$ cat src/rtl/uart_wb_bridge.sv
// Serial-to-Wishbone debug initiator.
// Receives 8N1 command frames on rxd, runs one 32-bit Wishbone read or write,
// then returns a status byte or the read data on txd.
module uart_wb_bridge #(
    parameter int CLOCK_FREQ_HZ  = 115200 * 32,
    parameter int BAUD_RATE      = 115200,
    parameter int TIMEOUT_CYCLES = 1024
) (
    input  logic        CLK_I,
    input  logic        RST_I,
    input  logic        rxd,
    output logic        txd,
    output logic        CYC_O,
    output logic        STB_O,
    output logic        WE_O,
    output logic [3:0]  SEL_O,
    output logic [31:0] ADR_O,
    output logic [31:0] DAT_O,
    input  logic [31:0] DAT_I,
    input  logic        ACK_I
);

    localparam int DIV = CLOCK_FREQ_HZ / BAUD_RATE;
    localparam int CW  = $clog2(DIV) + 1;
    localparam int TW  = $clog2(TIMEOUT_CYCLES + 1);

    localparam logic [CW-1:0] BIT_END  = CW'(DIV - 1);
    localparam logic [CW-1:0] HALF_END = CW'(DIV / 2 - 1);
    localparam logic [TW-1:0] TMO_END  = TW'(TIMEOUT_CYCLES - 1);

    localparam logic [7:0] CMD_W   = 8'h57;
    localparam logic [7:0] CMD_R   = 8'h52;
    localparam logic [7:0] RPL_ACK = 8'h06;
    localparam logic [7:0] RPL_NAK = 8'h15;

    // ------------------------------------------------------------------
    // Receiver
    // ------------------------------------------------------------------
    typedef enum logic [1:0] {RX_IDLE, RX_START, RX_DATA, RX_STOP} rx_state_e;

    rx_state_e     rx_st_q;
    logic          rx_s1_q, rx_s2_q, rx_s3_q;
    logic [CW-1:0] rx_cnt_q;
    logic [2:0]    rx_bit_q;
    logic [7:0]    rx_sh_q;
    logic          rx_vld_q;
    logic          rx_ferr_q;

    // Synchronise rxd, find the start edge, sample each bit at its centre
    always_ff @(posedge CLK_I) begin
        if (RST_I) begin
            rx_s1_q   <= 1'b1;
            rx_s2_q   <= 1'b1;
            rx_s3_q   <= 1'b1;
            rx_st_q   <= RX_IDLE;
            rx_cnt_q  <= '0;
            rx_bit_q  <= '0;
            rx_sh_q   <= '0;
            rx_vld_q  <= 1'b0;
            rx_ferr_q <= 1'b0;
        end else begin
            rx_s1_q  <= rxd;
            rx_s2_q  <= rx_s1_q;
            rx_s3_q  <= rx_s2_q;
            rx_vld_q <= 1'b0;
            case (rx_st_q)
                RX_IDLE: begin
                    if (rx_s3_q && !rx_s2_q) begin
                        rx_st_q  <= RX_START;
                        rx_cnt_q <= '0;
                    end
                end
                RX_START: begin
                    if (rx_cnt_q == HALF_END) begin
                        // line back high at mid start bit means it was a glitch
                        rx_cnt_q <= '0;
                        rx_bit_q <= '0;
                        rx_st_q  <= rx_s2_q ? RX_IDLE : RX_DATA;
                    end else begin
                        rx_cnt_q <= rx_cnt_q + CW'(1);
                    end
                end
                RX_DATA: begin
                    if (rx_cnt_q == BIT_END) begin
                        rx_cnt_q <= '0;
                        rx_sh_q  <= {rx_s2_q, rx_sh_q[7:1]};
                        rx_bit_q <= rx_bit_q + 3'd1;
                        if (rx_bit_q == 3'd7) rx_st_q <= RX_STOP;
                    end else begin
                        rx_cnt_q <= rx_cnt_q + CW'(1);
                    end
                end
                RX_STOP: begin
                    if (rx_cnt_q == BIT_END) begin
                        rx_cnt_q  <= '0;
                        rx_vld_q  <= 1'b1;
                        rx_ferr_q <= !rx_s2_q;
                        rx_st_q   <= RX_IDLE;
                    end else begin
                        rx_cnt_q <= rx_cnt_q + CW'(1);
                    end
                end
                default: rx_st_q <= RX_IDLE;
            endcase
        end
    end

    // ------------------------------------------------------------------
    // Control FSM and Wishbone master
    // ------------------------------------------------------------------
    typedef enum logic [2:0] {S_IDLE, S_ADDR, S_DATA, S_BUS, S_SEND} state_e;

    state_e        state_q;
    logic [1:0]    idx_q;
    logic          is_wr_q;
    logic [31:0]   adr_q, dat_q;
    logic          cyc_q, stb_q, we_q;
    logic [3:0]    sel_q;
    logic [TW-1:0] tmo_q;
    logic [31:0]   rpl_buf_q;
    logic [1:0]    rpl_more_q;
    logic          tx_go_q;
    logic          tx_last;

    // Frame assembly, single bus access, reply selection
    always_ff @(posedge CLK_I) begin
        if (RST_I) begin
            state_q    <= S_IDLE;
            idx_q      <= '0;
            is_wr_q    <= 1'b0;
            adr_q      <= '0;
            dat_q      <= '0;
            cyc_q      <= 1'b0;
            stb_q      <= 1'b0;
            we_q       <= 1'b0;
            sel_q      <= '0;
            tmo_q      <= '0;
            rpl_buf_q  <= '0;
            rpl_more_q <= '0;
            tx_go_q    <= 1'b0;
        end else begin
            tx_go_q <= 1'b0;
            case (state_q)
                S_IDLE: begin
                    if (rx_vld_q) begin
                        if (!rx_ferr_q && (rx_sh_q == CMD_W || rx_sh_q == CMD_R)) begin
                            is_wr_q <= (rx_sh_q == CMD_W);
                            idx_q   <= '0;
                            state_q <= S_ADDR;
                        end else begin
                            rpl_buf_q  <= {24'h0, RPL_NAK};
                            rpl_more_q <= '0;
                            tx_go_q    <= 1'b1;
                            state_q    <= S_SEND;
                        end
                    end
                end
                S_ADDR, S_DATA: begin
                    if (rx_vld_q) begin
                        if (rx_ferr_q) begin
                            rpl_buf_q  <= {24'h0, RPL_NAK};
                            rpl_more_q <= '0;
                            tx_go_q    <= 1'b1;
                            state_q    <= S_SEND;
                        end else begin
                            if (state_q == S_ADDR) adr_q[{idx_q, 3'b000} +: 8] <= rx_sh_q;
                            else                   dat_q[{idx_q, 3'b000} +: 8] <= rx_sh_q;
                            idx_q <= idx_q + 2'd1;
                            if (idx_q == 2'd3) begin
                                if (state_q == S_ADDR && is_wr_q) begin
                                    state_q <= S_DATA;
                                end else begin
                                    cyc_q   <= 1'b1;
                                    stb_q   <= 1'b1;
                                    we_q    <= is_wr_q;
                                    sel_q   <= 4'hF;
                                    tmo_q   <= '0;
                                    state_q <= S_BUS;
                                end
                            end
                        end
                    end
                end
                S_BUS: begin
                    // ACK takes priority over a timeout landing on the same edge
                    if (ACK_I) begin
                        cyc_q      <= 1'b0;
                        stb_q      <= 1'b0;
                        we_q       <= 1'b0;
                        sel_q      <= '0;
                        rpl_buf_q  <= is_wr_q ? {24'h0, RPL_ACK} : DAT_I;
                        rpl_more_q <= is_wr_q ? 2'd0 : 2'd3;
                        tx_go_q    <= 1'b1;
                        state_q    <= S_SEND;
                    end else if (tmo_q == TMO_END) begin
                        cyc_q      <= 1'b0;
                        stb_q      <= 1'b0;
                        we_q       <= 1'b0;
                        sel_q      <= '0;
                        rpl_buf_q  <= {24'h0, RPL_NAK};
                        rpl_more_q <= '0;
                        tx_go_q    <= 1'b1;
                        state_q    <= S_SEND;
                    end else begin
                        tmo_q <= tmo_q + TW'(1);
                    end
                end
                S_SEND: begin
                    if (tx_last) state_q <= S_IDLE;
                end
                default: state_q <= S_IDLE;
            endcase
        end
    end

    // ------------------------------------------------------------------
    // Transmitter: 1..4 reply bytes sent back to back
    // ------------------------------------------------------------------
    logic          txd_q;
    logic          tx_busy_q;
    logic [CW-1:0] tx_cnt_q;
    logic [3:0]    tx_idx_q;
    logic [9:0]    tx_frm_q;
    logic [23:0]   tx_rest_q;
    logic [1:0]    tx_left_q;
    logic          tx_bit_end;

    assign tx_bit_end = tx_busy_q && (tx_cnt_q == BIT_END);
    assign tx_last    = tx_bit_end && (tx_idx_q == 4'd9) && (tx_left_q == 2'd0);

    // Shift out {stop, data, start}; the next byte's start follows the stop directly
    always_ff @(posedge CLK_I) begin
        if (RST_I) begin
            txd_q     <= 1'b1;
            tx_busy_q <= 1'b0;
            tx_cnt_q  <= '0;
            tx_idx_q  <= '0;
            tx_frm_q  <= '1;
            tx_rest_q <= '0;
            tx_left_q <= '0;
        end else if (tx_go_q) begin
            tx_busy_q <= 1'b1;
            tx_cnt_q  <= '0;
            tx_idx_q  <= '0;
            tx_frm_q  <= {1'b1, rpl_buf_q[7:0], 1'b0};
            tx_rest_q <= rpl_buf_q[31:8];
            tx_left_q <= rpl_more_q;
            txd_q     <= 1'b0;
        end else if (tx_bit_end) begin
            tx_cnt_q <= '0;
            if (tx_idx_q == 4'd9) begin
                if (tx_left_q != 2'd0) begin
                    tx_idx_q  <= '0;
                    tx_frm_q  <= {1'b1, tx_rest_q[7:0], 1'b0};
                    tx_rest_q <= {8'h00, tx_rest_q[23:8]};
                    tx_left_q <= tx_left_q - 2'd1;
                    txd_q     <= 1'b0;
                end else begin
                    tx_busy_q <= 1'b0;
                    txd_q     <= 1'b1;
                end
            end else begin
                tx_idx_q <= tx_idx_q + 4'd1;
                tx_frm_q <= {1'b1, tx_frm_q[9:1]};
                txd_q    <= tx_frm_q[1];
            end
        end else if (tx_busy_q) begin
            tx_cnt_q <= tx_cnt_q + CW'(1);
        end
    end

    assign txd   = txd_q;
    assign CYC_O = cyc_q;
    assign STB_O = stb_q;
    assign WE_O  = we_q;
    assign SEL_O = sel_q;
    assign ADR_O = adr_q;
    assign DAT_O = dat_q;

endmodule

$ cat config.mk
export PLATFORM = sky130hd
export DESIGN_NAME = uart_wb_bridge
export DESIGN_NICKNAME = d
export VERILOG_FILES = /design/src/rtl/uart_wb_bridge.sv
export SDC_FILE = /design/constraint.sdc
export NUM_CORES = 1
export LEC_CHECK = 0
export ABC_AREA = 1
export BUFFER_PORTS_ARGS = -buffer_cell sky130_fd_sc_hd__buf_2
export CAP_MARGIN = 20
export CORE_AREA = 10 10 166 129
export DETAILED_ROUTE_END_ITERATION = 6
export DIE_AREA = 0 0 176 139
export GPL_TIMING_DRIVEN = 0
export PLACE_DENSITY_LB_ADDON = 0.2
export SLEW_MARGIN = 15
export SYNTH_ARGS = -nofsm -noshare
export SYNTH_HDL_FRONTEND = slang
export SYNTH_SLANG_ARGS = --single-unit
$ cat constraint.sdc
create_clock -name CLK_I -period 1.9 [get_ports CLK_I]
set_input_delay 0 -clock CLK_I [delete_from_list [all_inputs] [get_ports CLK_I]]
set_output_delay 0 -clock CLK_I [all_outputs]
set_load 0.03 [all_outputs]
Word-level counts from Yosys, hierarchy flattened

Index checks and enable logic that the tools add are counted.

Output and inout bits: 72
Register bits: 194
Input bits: 36
Logic and storage cells: 223

Reductions and logical operators: 41
Muxes and demuxes: 103
Bitwise operators: 3
Shifts and indexed selects: 2
$add $sub $neg: 8
Equality and inequality tests: 37

Operator list:

| operator               | count |
|---|---|
| $mux 32                | 7 |
| $mux 24                | 4 |
| $pmux 32 s3            | 1 |
| $mux 11                | 6 |
| $bwmux 32              | 2 |
| $mux 2                 | 21 |
| $ne 2x2->1 const B     | 17 |
| $mux 4                 | 8 |
| $shift 8x7->32 const A | 1 |
| $shiftx 8x7->32        | 1 |
| $mux 3                 | 10 |
| $mux 1                 | 26 |
| $pmux 11 s2            | 1 |
| $mux 10                | 2 |
| $mux 6                 | 3 |
| $mux 9                 | 2 |
| $pmux 6 s3             | 1 |
| $eq 8x7->1 const B     | 2 |
| $reduce_and 5->1       | 3 |
| $reduce_bool 2->1      | 7 |
| $add 6x1->6 const B    | 2 |
| $eq 6x5->1 const B     | 2 |
| $pmux 3 s4             | 1 |
| $reduce_and 3->1       | 4 |
| other kinds (37)       | 60 |

Depth between registers and ports, before layout

Depth after elaboration: 7
Mapped depth: 12
Gate-level depth less buffers: 12

Worst setup path before layout

Ideal clock, no wire load.

Path type: register to register
From: reg idx_q[0]
To: reg adr_q[23], in the netlist ADR_O[23]
Stages on the path, launching flop included: 9
Period minus slack after synthesis: 1.746 ns
Data arrival time: 1.676 ns
Setup time: 0.070 ns
Buffers on the path: 0
Setup slack: 0.154 ns
Cells stage by stage: dfxtp_1 > inv_1 > ha_1 > inv_1 > nor2_2 > inv_1 > nor3_1 > nand3_1 > a21oi_1

Word-level cells in the longest chain between the ends: 3

RTL lines:

| element                                           | RTL line | text |
|---|---|---|
| start, declared                                   | 114      | `logic [1:0] idx_q;` |
| start signal, assigned                            | 168      | `idx_q <= idx_q + 2'd1;` |
| $neg 5->7 *                                       | 166      | `if (state_q == S_ADDR) adr_q[{idx_q, 3'b000} +: 8] <= rx_sh_q;` |
| $shiftx 8x7->32 or $shift 8x7->32 (tied branches) | 166      |  |
| $bwmux 32 *                                       | 166      |  |
| end signal, assigned by index                     | 166      |  |
| end, declared                                     | 116      | `logic [31:0] adr_q, dat_q;` |

Every way passes the cells marked *; elsewhere a longest branch is shown, timed or not.
A chain may end at the register's enable or synchronous reset.

Worst setup path in the final report

From: reg idx_q[0]
To: reg adr_q[20], in the netlist ADR_O[20]

The elaborated chain is that of the path after synthesis.

==> metrics.cfg <==
[sta]
slew_headroom=0.4158
hold_slack_ns=0.1913
worst_pin_slew_ns=0.8763
tns_ns=0
fmax_mhz=549.1
finalMaxSlewViolations=0
skew_ns=0.01514
fin_crit_sh=0.9586
finalSetupViolations=0
hold_violations=0
rsz0062_at_grt=true
period_minus_slack_ns=1.821

[yosys]
synth_edf_count=0
syn_nets=1133
yosysTopAreaCellShare=0.4664
syn_inst=1087
synth_area_leaders=dfxtp_1 47%, nand2_1 11%, a21oi_1 8.5%
yosysTopAreaCell=dfxtp_1
ys_types=40
seq_area_frac_synth=0.4664
ys_ff_latch=187
syn_area_um2=8026
async_reset_ff_frac=0
ys_warn_count=0
syn_area_per_cell_um2=7.384
ys.flop_type=dfxtp_1

[outcome]
status=complete, no violations

[setup_path]
crit_path_end_kind=flip-flop
cp_cell_sequence=clkinvlp_4 -> ha_4 -> inv_1 -> nor2_4 -> inv_1 -> nor3_4 -> nand3_1 -> a21oi_1
crit_path_frequent_cell=inv_1
worstPathRequired_ns=2.27
critPathSlowestCell=dfxtp_4
cp.arrival_ns=2.19
cp_max_fo=7
cpPeakStageDelay_ns=0.41
start_kind=flip-flop
worstSetupPathType=reg2reg

[drt]
first_pass_iters=5
wl_per_cell_um=15.15
avgViaCountPerCell=5.013
route.vias.total=7570
drc=0
ant_nets=0
drt_iter0_markers=515
wirelength_um=22880

[placement]
dp_hpwl_um=16630
portBuffers=106
gp_congestion=0.8949

[layout]
seq_area_um2=3750
n_antenna_cell=0
multiInputGateArea_um2=3694
fin_nets=1297
syn2layout_area_growth_pct=23.65
drive_gt1_frac=0.1892
fill_cells=1753

[floorplan]
rows=43
start_util=0.4414
fp.dieH_um=139
core_um2=18180
die_x_um=176
dieArea_um2=24460
io_pins=108

[clocking]
cts_root_buf=clkbuf_16
cts.sinks=187
clkTransAtPathRegs_ns=0.08
cts_buffers=17
htree_levels=4
clkLatencyLatePin_ns=0.44
cts_tree=built
clk_path_buf_depth=2

[global_routing]
grt_usage=0.1867
overflow=0
antenna_found_initial=0
grt_max_degree=20
first_global_vias=7273
grt_pass1_wl_um=37460

[power]
p_per_area_nw_per_um2=772.5
p_leak_nw=4.051
ir_drop_v=0.0005322

[min_path]
hp-class=in2reg

[job]
max_cap_viol_count=0

## metal layers
| metal | GRT usage | wire length (um) | share of wire |
|---|---|---|---|
| met5 | 0 | 0 | 0 |
| met1 | 0.2614 | 11440 | 0.50 |
| met2 | 0.2704 | 9561 | 0.42 |
| met3 | 0.06340 | 1672 | 0.073 |
| met4 | 0.03829 | 212 | 0.0093 |
## layout by cell type (no fill, tap or decap), types with 17 or more instances in the layout
master,netlist,layout
a21oi_1,136,136
buf_2,6,114
clkbuf_1,28,25
clkbuf_16,0,17
dfxtp_1,187,184
dlygate4sd3_1,0,34
inv_1,81,79
nand2_1,230,229
nand3_1,57,57
nor2_1,118,112
o21ai_0,104,100
## per-stage QoR
stage,cells,util,instance area [um2],worst slack (ns),power [mW]
after floorplan,1087,-,8026,0.1540,4.140
after global placement,1440,0.4875,8866,-0.2934,4.242
final,1510,0.5458,9925,0.07872,7.666
after global routing,1510,0.5458,9925,-0.04118,7.919
after detailed placement,1440,0.4875,8866,-0.3348,4.244
after CTS,1505,0.5401,9822,-0.01459,7.717
## synth_stat cells (4+ instances only)
library cell  count
o2111ai_1         6
a21oi_1         136
clkbuf_1         28
buf_2             6
inv_2            13
dfxtp_1         187
xor2_1            4
nand4_1          13
nand2_2           7
inv_1            81
nor2_4            4
buf_4            10
o21ai_0         104
or2_2             8
nor3_1           13
buf_6             7
nand3_1          57
nor2_1          118
ha_1             10
nand2_1         230
o21ai_1           9
nor2_2            7
## logic make-up (layout without fill, tap and decap cells)
| family | after synthesis | in the layout | synth area share |
|---|---|---|---|
| XOR/XNOR | 5 | 5 | 0.005456 |
| flip-flops | 187 | 187 | 0.4664 |
| AO/OA/AOI/OAI | 266 | 266 | 0.1746 |
| multiplexers | 1 | 1 | 0.001247 |
| AND/OR/NAND/NOR | 467 | 467 | 0.2533 |
| buffers and inverters | 151 | 327 | 0.08340 |
| adder cells (fa/ha/maj) | 10 | 10 | 0.01559 |
## path summary, 6_finish.rpt
path | startpoint | end | slack, ns | depth (start not counted)
setup / recovery | idx_q[0] | ADR_O[20] | 0.08 | 8
hold / removal | RST_I | rpl_buf_q[5] | 0.19 | 3
setup reg to reg | idx_q[0] | ADR_O[20] | 0.08 | 8
hold reg to reg | rx_s1_q | rx_s2_q | 0.42 | 1
## state kept, by name, indices dropped and copies added (netlist names), 2 cells and up, named ones only
register,flops
tx_rest_q,24
rx_bit_q,3
tmo_q,11
state_q,3
tx_frm_q,8
rx_sh_q,8
rpl_buf_q,32
tx_left_q,2
rx_cnt_q,6
tx_idx_q,4
ADR_O,32
tx_cnt_q,6
DAT_O,32
idx_q,2
## repair_timing
item	in CTS	in global routing
pin swaps	0	3
buffers inserted	1	6
gates resized for setup	9	25
hold endpoints to repair	33	0
hold buffers	34	0
endpoints found under the setup margin	51	116
## area by class of cell
class                           count  share of cell area
Buffer                             51             0.02975
Clock buffer                       17             0.04286
Clock inverter                     14             0.01525
Inverter                           98             0.03795
Multi-Input combinational cell    749              0.3722
Sequential cell                   187              0.3778
Tap cell                          247             0.03114
Timing Repair Buffer              147             0.09304
## report_power, final
group / internal, mW / leakage (nW) / total, mW / switching, mW
sequential: 3.92 / 1.51 / 3.94 / 0.0115
combinational: 0.107 / 2.27 / 0.272 / 0.165
clock: 1.75 / 0.272 / 3.46 / 1.71
total: 5.78 / 4.05 / 7.67 / 1.89
## worst max-delay path, delay by kind of cell (launching register included)
| family | cells | cell delay [ns] |
|---|---|---|
| and+or+nand+nor | 3 | 0.46 |
| AOI/OAI and AO/OA | 1 | 0.13 |
| DFF | 1 | 0.41 |
| buffers and inverters | 3 | 0.43 |
| adders and majority gates | 1 | 0.32 |
No activity file was read; power rests on OpenSTA's default activity.
